--- config.mk ---
export PLATFORM = sky130hd
export DESIGN_NAME = imm_decode_stage
export DESIGN_NICKNAME = d
export VERILOG_FILES = /design/src/rtl/imm_pkg.sv /design/src/rtl/imm_fmt_decode.sv /design/src/rtl/imm_decode_stage.sv
export SDC_FILE = /design/constraint.sdc
export NUM_CORES = 1
export LEC_CHECK = 0
export CAP_MARGIN = 15
export CORE_UTILIZATION = 55
export CTS_CLUSTER_DIAMETER = 100
export DETAILED_ROUTE_END_ITERATION = 8
export DONT_BUFFER_PORTS = 1
export PLACE_DENSITY = 0.82
export SYNTH_ARGS = -nofsm -noshare
export SYNTH_HDL_FRONTEND = slang
export SYNTH_SLANG_ARGS = --single-unit
--- constraint.sdc ---
create_clock -name i_clk -period 3.1 [get_ports i_clk]
set_clock_uncertainty 0.2 [all_clocks]
set_input_delay 0.775 -clock i_clk [delete_from_list [all_inputs] [get_ports i_clk]]
set_output_delay 0.775 -clock i_clk [all_outputs]
set_load 0.01 [all_outputs]
--- src/rtl/imm_pkg.sv ---
// Shared definitions for the RV32I immediate decode stage: opcode values,
// immediate format encodings and the output-buffer FSM states.
package imm_pkg;

  localparam logic [6:0] OP_LOAD   = 7'b0000011;
  localparam logic [6:0] OP_IMM    = 7'b0010011;
  localparam logic [6:0] OP_JALR   = 7'b1100111;
  localparam logic [6:0] OP_FENCE  = 7'b0001111;
  localparam logic [6:0] OP_SYSTEM = 7'b1110011;
  localparam logic [6:0] OP_STORE  = 7'b0100011;
  localparam logic [6:0] OP_BRANCH = 7'b1100011;
  localparam logic [6:0] OP_LUI    = 7'b0110111;
  localparam logic [6:0] OP_AUIPC  = 7'b0010111;
  localparam logic [6:0] OP_JAL    = 7'b1101111;
  localparam logic [6:0] OP_REG    = 7'b0110011;

  // Immediate format reported alongside each decoded entry; 6 is unused.
  typedef enum logic [2:0] {
    IMM_R    = 3'd0,
    IMM_I    = 3'd1,
    IMM_S    = 3'd2,
    IMM_B    = 3'd3,
    IMM_U    = 3'd4,
    IMM_J    = 3'd5,
    IMM_NONE = 3'd7
  } imm_type_e;

  // Occupancy of the 2-entry output buffer.
  typedef enum logic [1:0] {
    ST_EMPTY = 2'd0,
    ST_ONE   = 2'd1,
    ST_TWO   = 2'd2
  } state_e;

endpackage

--- src/rtl/imm_fmt_decode.sv ---
// Purely combinational RV32I immediate extractor. Builds a 32-bit
// sign-correct immediate per format, then sign-extends it to XLEN.
module imm_fmt_decode
  import imm_pkg::*;
#(
  parameter int XLEN = 32
) (
  input  logic [31:0]     i_instruction,
  output logic [XLEN-1:0] o_imm,
  output logic [2:0]      o_imm_type,
  output logic            o_illegal
);

  logic [31:0] w_imm32;
  imm_type_e   w_type;

  // Select format from the opcode; unknown opcodes yield a zero immediate.
  always_comb begin
    w_imm32   = '0;
    w_type    = IMM_NONE;
    o_illegal = 1'b0;
    case (i_instruction[6:0])
      OP_LOAD, OP_IMM, OP_JALR, OP_FENCE, OP_SYSTEM: begin
        w_imm32 = {{20{i_instruction[31]}}, i_instruction[31:20]};
        w_type  = IMM_I;
      end
      OP_STORE: begin
        w_imm32 = {{20{i_instruction[31]}}, i_instruction[31:25], i_instruction[11:7]};
        w_type  = IMM_S;
      end
      OP_BRANCH: begin
        w_imm32 = {{19{i_instruction[31]}}, i_instruction[31], i_instruction[7],
                   i_instruction[30:25], i_instruction[11:8], 1'b0};
        w_type  = IMM_B;
      end
      OP_LUI, OP_AUIPC: begin
        w_imm32 = {i_instruction[31:12], 12'b0};
        w_type  = IMM_U;
      end
      OP_JAL: begin
        w_imm32 = {{11{i_instruction[31]}}, i_instruction[31], i_instruction[19:12],
                   i_instruction[20], i_instruction[30:21], 1'b0};
        w_type  = IMM_J;
      end
      OP_REG: begin
        w_imm32 = '0;
        w_type  = IMM_R;
      end
      default: begin
        w_imm32   = '0;
        w_type    = IMM_NONE;
        o_illegal = 1'b1;
      end
    endcase
  end

  // Size cast of a signed value replicates bit 31 into bits XLEN-1:32.
  assign o_imm      = XLEN'($signed(w_imm32));
  assign o_imm_type = w_type;

endmodule

--- src/rtl/imm_decode_stage.sv ---
// Decode-path immediate stage: decodes on the input side, holds results in
// a head/skid output buffer so execute backpressure never reaches in_ready
// combinationally, and counts accepted illegal opcodes with saturation.
module imm_decode_stage
  import imm_pkg::*;
#(
  parameter int XLEN  = 32,
  parameter int CNT_W = 16
) (
  input  logic             i_clk,
  input  logic             i_rst,
  input  logic             i_in_valid,
  output logic             o_in_ready,
  input  logic [31:0]      i_instruction,
  output logic             o_out_valid,
  input  logic             i_out_ready,
  output logic [XLEN-1:0]  o_imm_out,
  output logic [2:0]       o_imm_type,
  output logic             o_illegal,
  output logic [CNT_W-1:0] o_illegal_cnt
);

  state_e            r_state;
  state_e            w_next_state;
  logic              r_in_ready;

  logic              w_accept;
  logic              w_drain;
  logic              w_load_head;
  logic              w_load_skid;
  logic              w_head_from_skid;

  logic [XLEN-1:0]   w_dec_imm;
  logic [2:0]        w_dec_type;
  logic              w_dec_illegal;

  logic [XLEN-1:0]   r_head_imm;
  logic [2:0]        r_head_type;
  logic              r_head_illegal;
  logic [XLEN-1:0]   r_skid_imm;
  logic [2:0]        r_skid_type;
  logic              r_skid_illegal;

  logic [CNT_W-1:0]  r_cnt;

  imm_fmt_decode #(
    .XLEN(XLEN)
  ) u_fmt_decode (
    .i_instruction(i_instruction),
    .o_imm        (w_dec_imm),
    .o_imm_type   (w_dec_type),
    .o_illegal    (w_dec_illegal)
  );

  assign w_accept    = i_in_valid && r_in_ready;
  assign o_out_valid = (r_state != ST_EMPTY);
  assign w_drain     = o_out_valid && i_out_ready;

  // State register; in_ready is registered alongside it from the next state.
  always_ff @(posedge i_clk) begin
    if (i_rst) begin
      r_state    <= ST_EMPTY;
      r_in_ready <= 1'b1;
    end else begin
      r_state    <= w_next_state;
      r_in_ready <= (w_next_state != ST_TWO);
    end
  end

  // Next-state and buffer-steering decisions from accept/drain.
  always_comb begin
    w_next_state     = r_state;
    w_load_head      = 1'b0;
    w_load_skid      = 1'b0;
    w_head_from_skid = 1'b0;
    case (r_state)
      ST_EMPTY: begin
        if (w_accept) begin
          w_next_state = ST_ONE;
          w_load_head  = 1'b1;
        end
      end
      ST_ONE: begin
        if (w_accept && !w_drain) begin
          w_next_state = ST_TWO;
          w_load_skid  = 1'b1;
        end else if (!w_accept && w_drain) begin
          w_next_state = ST_EMPTY;
        end else if (w_accept && w_drain) begin
          w_load_head  = 1'b1;
        end
      end
      ST_TWO: begin
        if (w_drain) begin
          w_next_state     = ST_ONE;
          w_head_from_skid = 1'b1;
        end
      end
      default: begin
        w_next_state = ST_EMPTY;
      end
    endcase
  end

  // Head and skid entry storage; head only changes on load or skid promotion.
  always_ff @(posedge i_clk) begin
    if (i_rst) begin
      r_head_imm     <= '0;
      r_head_type    <= IMM_NONE;
      r_head_illegal <= 1'b0;
      r_skid_imm     <= '0;
      r_skid_type    <= IMM_NONE;
      r_skid_illegal <= 1'b0;
    end else begin
      if (w_load_head) begin
        r_head_imm     <= w_dec_imm;
        r_head_type    <= w_dec_type;
        r_head_illegal <= w_dec_illegal;
      end else if (w_head_from_skid) begin
        r_head_imm     <= r_skid_imm;
        r_head_type    <= r_skid_type;
        r_head_illegal <= r_skid_illegal;
      end
      if (w_load_skid) begin
        r_skid_imm     <= w_dec_imm;
        r_skid_type    <= w_dec_type;
        r_skid_illegal <= w_dec_illegal;
      end
    end
  end

  // Saturating count of illegal instructions taken in on the input side.
  always_ff @(posedge i_clk) begin
    if (i_rst) begin
      r_cnt <= '0;
    end else if (w_accept && w_dec_illegal && (r_cnt != {CNT_W{1'b1}})) begin
      r_cnt <= r_cnt + CNT_W'(1);
    end
  end

  assign o_in_ready    = r_in_ready;
  assign o_imm_out     = r_head_imm;
  assign o_imm_type    = r_head_type;
  assign o_illegal     = r_head_illegal;
  assign o_illegal_cnt = r_cnt;

endmodule

# [Yosys cells after proc, flatten, opt, wreduce, memory -nomap -nowiden]
# Index checks and enable logic that the tools add are counted.
# W data, S select, Z words.
[totals] register_bits=91 latch_bits=0 ramBits=0 romBits=0 inputBits=36 out_inout_bits=54 mem_count=0
[op_classes] addsub=1 mul=0 n_div=0 n_lt_le_gt_ge=0 n_eq_ne=15 shifts=0 muxes=23 bitwise_logic=0 n_reduce_logical=15
[ops] op="$pmux W32 S5" count=1
[ops] op="$mux W32" count=2
[ops] op="$eq A7 B7 Y1 const B" count=4
[ops] op="$eq A7 B6 Y1 const B" count=3
[ops] op="$pmux W3 S6" count=1
[ops] op="$add A16 B1 Y16 const B" count=1
[ops] op="$ne A16 B16 Y1 const B" count=1
[ops] op="$eq A7 B5 Y1 const B" count=2
[ops] op="$mux W1" count=11
[ops] op="$reduce_or A11 Y1" count=1
[ops] op="$mux W2" count=4
[ops] op="$eq A7 B2 Y1 const B" count=1
[ops] op="$eq A7 B4 Y1 const B" count=1
[ops] op="$logic_and A1 B1 Y1" count=7
[ops] op="$mux W3" count=2
[ops] op="$pmux W2 S3" count=1
[ops] op="$reduce_or A5 Y1" count=1
[ops] op="$reduce_bool A2 Y1" count=2
[ops] op="$eq A2 B1 Y1 const B" count=1
[ops] op="$eq A2 B2 Y1 const B" count=1
[ops] op="$logic_not A1 Y1" count=2
[ops] op="$logic_not A2 Y1" count=1
[ops] op="$ne A2 B2 Y1 const B" count=1
[ops] op="$pmux W1 S2" count=1
[ops] op="$reduce_or A2 Y1" count=1

# [Longest topological paths before layout]
# Gate-level depths: netlist (run 1).
[logic_depth] ltp_word=8 depth_mapped=8

# [Hierarchy]
# From an unflattened synthesis (run 1), not the netlist that was laid out.
[hier_totals] hier_cells=575 area_unflattened_um2=4426.7
[modules_own_cells] mod="imm_decode_stage" n_inst=1 cells_per_inst=471 area_per_inst_um2=3747.3 seq_area_each_um2=1821.7
[modules_own_cells] mod="imm_fmt_decode" n_inst=1 cells_per_inst=104 area_per_inst_um2=679.4 seq_area_each_um2=0.0

# [Least setup slack after synthesis (run 1)]
# No wires, ideal clock.
[synth_path] path_type="input -> register" startpoint="in i_instruction[1]" endpoint="reg r_cnt[15] (netlist: o_illegal_cnt[15])" arrival_time_ns=2.173 required_time_ns=2.777 path_slack_ns=0.603 cell_stages=6 path_buffers=1 cell_sequence="and3_4 > a2111oi_4 > a211oi_4 > buf_6 > nor4_1 > mux2_1"
[synth_via] elab_chain_cells=5 elab_cells_between_ends=15 cone_classes="eq/ne (11); mux (1); reduce/logical (3)"
[synth_rtl] element="start, declared" line="imm_decode_stage.sv:14" text="input logic [31:0] i_instruction,"
[synth_rtl] element="$eq A7 B2 Y1, or another cell as far along" line="imm_fmt_decode.sv:22" text="case (i_instruction[6:0])"
[synth_rtl] element="$reduce_or A11 Y1 (no source line) (*)"
[synth_rtl] element="$mux W1 (*)" line="imm_fmt_decode.sv:22"
[synth_rtl] element="$logic_and A1 B1 Y1 (*) (2 in series)" line="imm_decode_stage.sv:136" text="end else if (w_accept && w_dec_illegal && (r_cnt != {CNT_W{1'b1}})) begin"
[synth_rtl] element="end signal, assigned" line="imm_decode_stage.sv:137" text="r_cnt <= r_cnt + CNT_W'(1);"
[synth_rtl] element="end, declared" line="imm_decode_stage.sv:44" text="logic [CNT_W-1:0] r_cnt;"
# Every way passes the cells marked *; elsewhere a longest branch is shown, timed or not.
# A chain may end at the register's enable or synchronous reset.

# [Worst setup path after layout (run 1)]
[layout_path] startpoint="in i_instruction[3]" endpoint="reg r_head_imm[20] (netlist: o_imm_out[20])"
[layout_via] elab_chain_cells=4 elab_cells_between_ends=14 cone_classes="eq/ne (10); mux (2); reduce/logical (2)"
[layout_rtl] element="$eq A7 B2 Y1, or another cell as far along" line="imm_fmt_decode.sv:22"
[layout_rtl] element="$reduce_or A5 Y1 or $reduce_or A2 Y1 (tied branches)"
[layout_rtl] element="$pmux W32 S5 (*)" line="imm_fmt_decode.sv:22"
[layout_rtl] element="$mux W32 (*)" line="imm_decode_stage.sv:115" text="if (w_load_head) begin"
[layout_rtl] element="end signal, assigned" line="imm_decode_stage.sv:116" text="r_head_imm <= w_dec_imm;"
[layout_rtl] element="end signal, assigned" line="imm_decode_stage.sv:120" text="r_head_imm <= r_skid_imm;"
[layout_rtl] element="end, declared" line="imm_decode_stage.sv:37" text="logic [XLEN-1:0] r_head_imm;"
# Marks and branches as above.

==> results of run 1 <==
==> flip-flops by register name, indices dropped and copies added, names as in the netlist <==
signal and flops:
o_imm_type 3, r_state 2, r_skid_imm 32, o_in_ready 1
o_illegal_cnt 16, r_skid_illegal 1, o_imm_out 32, r_skid_type 3
o_illegal 1
==> stage by stage <==
stage,setup slack (ns),total power (uW),hold slack [ns],std cells,utilization
after floorplan,0.603,1490,0.237,546,-
after global placement,0.330,1520,0.236,619,0.586
after detailed placement,0.230,1530,0.261,619,0.586
after CTS,0.612,2300,0.257,635,0.610
after global routing,0.427,2380,0.255,635,0.610
final,0.597,2290,0.278,635,0.610
==> layout by cell type, fill, tap and decap left out, types with 3 or more instances in the layout <==
cell,synthesis,routed
a211oi_1,3,3
a21oi_1,46,46
a221oi_1,8,8
a221oi_2,10,10
a31oi_1,31,31
and2_1,14,14
and3_1,7,7
and3b_1,3,3
buf_4,0,17
clkbuf_8,0,9
dfxtp_1,91,91
inv_1,12,12
mux2i_1,13,13
nand2_1,98,98
nand2b_1,3,3
nand3_1,7,7
nand4_1,8,8
nor2_1,14,14
nor2b_1,6,6
nor3_1,5,3
o21ai_0,28,28
o221ai_1,9,9
o22ai_1,15,15
o31ai_1,11,11
or2_2,3,3
or3_1,4,4
or4_1,14,14
==> cell usage after synthesis, types with 7 or more instances <==
| library cell | count |
|---|---|
| a221oi_2 | 10 |
| buf_2 | 7 |
| a21oi_1 | 46 |
| and2_1 | 14 |
| mux2i_1 | 13 |
| o21ai_0 | 28 |
| clkbuf_1 | 33 |
| nand4_1 | 8 |
| o31ai_1 | 11 |
| nand3_1 | 7 |
| and3_1 | 7 |
| a221oi_1 | 8 |
| o22ai_1 | 15 |
| dfxtp_1 | 91 |
| nand2_1 | 98 |
| o221ai_1 | 9 |
| nor2_1 | 14 |
| inv_1 | 12 |
| or4_1 | 14 |
| a31oi_1 | 31 |
==> power groups by stage <==
stage / Sequential [uW] / Combinational [uW] / Clock, uW
after floorplan: 1280 / 205 / 0
after global placement: 1290 / 223 / 0
after detailed placement: 1290 / 232 / 0
after CTS: 1270 / 233 / 799
after global routing: 1270 / 260 / 851
final: 1270 / 235 / 786
==> path summary, 6_finish.rpt <==
path,depth (start not counted),start,end
hold / removal,1,i_rst,o_illegal_cnt[0]$_SDFFE_PP0P_
hold reg to reg,2,r_skid_imm[6]$_SDFFE_PP0P_,o_imm_out[6]$_SDFFE_PP0P_
setup / recovery,5,i_instruction[3],o_imm_out[20]$_SDFFE_PP0P_
setup reg to reg,6,o_illegal_cnt[0]$_SDFFE_PP0P_,o_illegal_cnt[13]$_SDFFE_PP0P_
==> routing by layer <==
layer / vias to the layer above / GRT usage / part of all wire
met4: 0 / 0.117 / 0.022
met3: 24 / 0.0650 / 0.083
met5: - / 0 / 0
met2: 197 / 0.479 / 0.48
met1: 1973 / 0.328 / 0.42
li1: 2004 / - / -
==> kinds of logic (layout without fill, tap and decap cells) <==
family,after synthesis,count (layout),share of synthesized area
flops,91,91,0.400
buf+inv,58,45,0.0563
fa+ha+maj,1,1,0.00274
mux,15,15,0.0335
compound gates,183,183,0.286
simple gates,197,197,0.220
xor+xnor,1,1,0.00192
==> final cells by class <==
| class | count | area (sq um) | area share |
|---|---|---|---|
| tap | 102 | 128 | 0.0265 |
| multi-input combinational | 397 | 2500 | 0.519 |
| timing repair buffer | 17 | 128 | 0.0265 |
| clock inverter | 7 | 71.3 | 0.0148 |
| clock buffer | 9 | 124 | 0.0257 |
| sequential | 91 | 1820 | 0.378 |
| inverter | 12 | 45.0 | 0.00936 |
==> out/metrics.cfg, run 1 <==
[setup_path]
start_kind=input port
crit_family=compound AO/OA/AOI/OAI gates
slowest_stage=a221oi_4
rrSetupSlack_ns=0.72
crit_required_ns=3.18
crit_path_end_kind=flip-flop
crit_buf_inv=0
crit_path_max_fanout=14
cp_data_arrival_time_ns=2.58
crit_type=in -> reg
slowest_delay_ns=0.51
cp_cell_sequence=nor4bb_4 > o21ai_2 > a221oi_4 > a21oi_2 > a221oi_1

[clock_tree]
cts_sinks=91
cts_buffer_depth=2
cts_htree_levels=3
cts_root_buf=clkbuf_8
postCtsSetupBuffers=0
cts_tree=built
clk_latency_ns=0.37
cts_hold_buffers=0
ctsResizeCount=0
cts-buffers-inserted=9
cts.reportedPaths.clkPinSlew_ns=0.10

[routing]
vias=4198
drtAntennaViolNets=0
routedWlPerCell_um=18.6
detailedRoute.firstPassIterationCount=5
route.detailed.drc=0
wl_mm=11.8
drt_iter0_markers=302
viasPerCell=6.61

[cells_and_area]
synthToLayoutAreaGrowth_pct=5.60
layout.nets=565
drive_above_1_share=0.109
num-fill-cells=665
final_cell_area_sq_um=4810
antenna_cells=0

[synth]
synth_cells=546
synth_cell_type_count=59
avgSynthCellArea_sq_um=8.35
ys_async_sr_fraction=0
ys.flop_type=dfxtp_1
yosys_warnings=0
synth_top_area_share=0.400
syn_nets=583
syn-cell-area_sq_um=4560
synthTopCellsByArea=dfxtp_1 (40%), nand2_1 (8.1%), a21oi_1 (5.0%)
ys_seq_area_frac=0.400
synth_top_area_cell=dfxtp_1
ys_ff_latch=91
synth_edf_count=0

[sta]
final-setup-viol-count=0
fin_crit_ns=2.50
finalSetupTns_ns=0
hold_viol_final=0
finalCritPeriodShare=0.808
finalMaxSlewViolations=0
rsz0062_at_grt=no
fmax_ghz=0.399
worst_pin_slew_ns=0.886
max_slew_margin=0.409

[min_path]
hp-class=in -> reg

[place]
gp_congestion=0.862
port_buffers=0
dp_hpwl_mm=7.93
placed_cell_area_sq_um=4620

[floorplanning]
num_io_pins=90
die_area_sq_um=8660
start_util=0.578
chipWidth_um=93.1
coreArea_sq_um=7890
fp.dieH_um=93.1
std_cell_rows=32

[power]
p_leak_uw=0.00169
power_frac_seq=0.554
pwr_density_cell_nw_per_um2=475
power_frac_comb=0.103
p_int_uw=1620
peakVddDrop_mv=0.367
p_clk_frac=0.343
p_sw_frac=0.291
power.switching_uw=666

[global_route]
antenna_found_initial=0
grt_pass1_wl_mm=19.1
grt_overflow=0
grt_pass1_vias=4028
grt_max_degree=60
grtUsageTotal=0.277

[flow_run]
drv_cap=0

[outcome]
outcome=completed

(Power assumes the default switching activity.)
==> run 2: changes to the inputs <==
PLACE_DENSITY = 0.85   (was 0.82)
clock period = 2 ns   (was 3.1 ns; I/O delays follow)
==> run 2 against run 1 <==
Net effect: the run now ends with negative setup slack left; non-clock buffer count grew 70; largest power group unchanged; critical path type is now reg -> reg; highest routed layer unchanged; routed wire length grew 20%; global-route usage grew 3.4 points; critical path depth is the same; hold slack lost 0.26 ns.
==> out/metrics.cfg, run 2 (synthesis results as in run 1) <==
[routing]
route.met3.wl_mm=1.36
routedWlPerCell_um=20.0
m1WireLength_mm=5.50
drtAntennaViolNets=0
viasPerCell=6.76
vias=4764
wl_met2_mm=6.89
wl_mm=14.1
top_layer_used=met4
route.detailed.drc=0
drt_iter0_markers=456
detailedRoute.firstPassIterationCount=7

[cells_and_area]
synthToLayoutAreaGrowth_pct=26.0
final_util=0.729
antenna_cells=0
most-common-layout-cells=nand2_1 (95), dfxtp_1 (80), buf_4 (72)
drive_above_1_share=0.313
layout.nets=635
final_common_cell=nand2_1
final_cell_area_sq_um=5750

[setup_path]
reg2reg_depth=5
crit_type=reg -> reg
slowest_stage=or4_4
crit_family=simple AND/OR/NAND/NOR gates
cp_cell_sequence=and4_4 > nand2_1 > or4_4 > or4_4 > a21oi_2
crit_path_max_fanout=5
start_kind=flip-flop
crit_buf_inv=0
crit_path_end_kind=flip-flop
cp_data_arrival_time_ns=2.25
cp_common_cell=or4_4
crit_required_ns=2.10
cp_num_cells=5
slowest_delay_ns=0.54

[place]
placed_cell_area_sq_um=5210
port_buffers=0
gp_congestion=0.848
dp_hpwl_mm=8.84

[clock_tree]
cts_tree=built
cts_root_buf=clkbuf_8
cts-buffers-inserted=9
cts_buffer_depth=2
clk_latency_ns=0.36
cts.reportedPaths.clkPinSlew_ns=0.11
cts_htree_levels=3
cts_sinks=91

[floorplanning]
std_cell_rows=32
fp.dieH_um=93.1
die_area_sq_um=8660
coreArea_sq_um=7890
num_io_pins=90
start_util=0.578
chipWidth_um=93.1

[sta]
finalSetupTns_ns=-0.441
rsz0062_at_grt=yes
max_slew_margin=0.704
finalMaxSlewViolations=0
fin_crit_ns=2.15
hold_viol_final=0
worst_hold_slack_ns=0.0168
finalCritPeriodShare=1.07
final-setup-viol-count=8
worst_pin_slew_ns=0.440
setup_ws_ns=-0.146
fmax_ghz=0.466

[min_path]
hp-class=in -> reg
min_delay_path_depth=1

[global_route]
antenna_found_initial=0
grt_max_degree=35
grt_pass1_wl_mm=21.6
grt_pass1_vias=4508
grt_overflow=0
grtUsageTotal=0.311

[outcome]
outcome=finished, violations left
violations=negative setup slack

[power]
p_leak_uw=0.00214
peakVddDrop_mv=0.433
pwr_density_cell_nw_per_um2=671

[flow_run]
drv_cap=0

[run 2: path summary, 6_finish.rpt]
check | startpoint | to | slack [ns]
setup reg to reg | o_illegal_cnt[2]$_SDFFE_PP0P_ | o_illegal_cnt[14]$_SDFFE_PP0P_ | -0.15
setup / recovery | o_illegal_cnt[2]$_SDFFE_PP0P_ | o_illegal_cnt[14]$_SDFFE_PP0P_ | -0.15
hold reg to reg | r_skid_imm[7]$_SDFFE_PP0P_ | o_imm_out[7]$_SDFFE_PP0P_ | 0.28
hold / removal | i_rst | r_skid_imm[31]$_SDFFE_PP0P_ | 0.02
[run 2: layout make-up]
class / count / area, sq um
Sequential cell: 91 / 1840
Timing Repair Buffer: 87 / 763
Clock inverter: 7 / 90.1
Clock buffer: 9 / 124
Tap cell: 102 / 128
Multi-Input combinational cell: 397 / 2760
Inverter: 12 / 45.0
Fill cell: 545 / 2140
[run 2: repair_timing]
action,in CTS,in global routing
buffers inserted,4,8
hold buffers,2,0
gates resized for setup,14,37
cloned,0,2
pin swaps,8,14
endpoints found under the hold margin,24,0
endpoints found under the setup margin,7,60
[run 2: per-stage QoR]
step,instances,total power (uW),worst slack [ns]
after CTS,695,3790,-0.108
after global placement,673,2420,-0.232
after detailed placement,673,2440,-0.339
final,705,3850,-0.146
after floorplan,546,2320,-0.177
after global routing,705,3970,-0.155
[run 2: report_power, final]
| group | switching, uW | total (uW) | internal, uW |
|---|---|---|---|
| sequential | 75.9 | 1960 | 1880 |
| clock | 757 | 1370 | 614 |
| combinational | 288 | 522 | 234 |
[run 2: layer usage]
metal	up-vias	global-route usage
met3	47	0.0715
met5	-	0
li1	2133	-
met2	302	0.530
met4	0	0.113
met1	2282	0.384
[run 2: worst register-to-register path: stages (launching register included)]
cell and delay (ns):
dfxtp_4 0.36, and4_4 0.27, nand2_1 0.09, or4_4 0.51
or4_4 0.54, a21oi_2 0.13
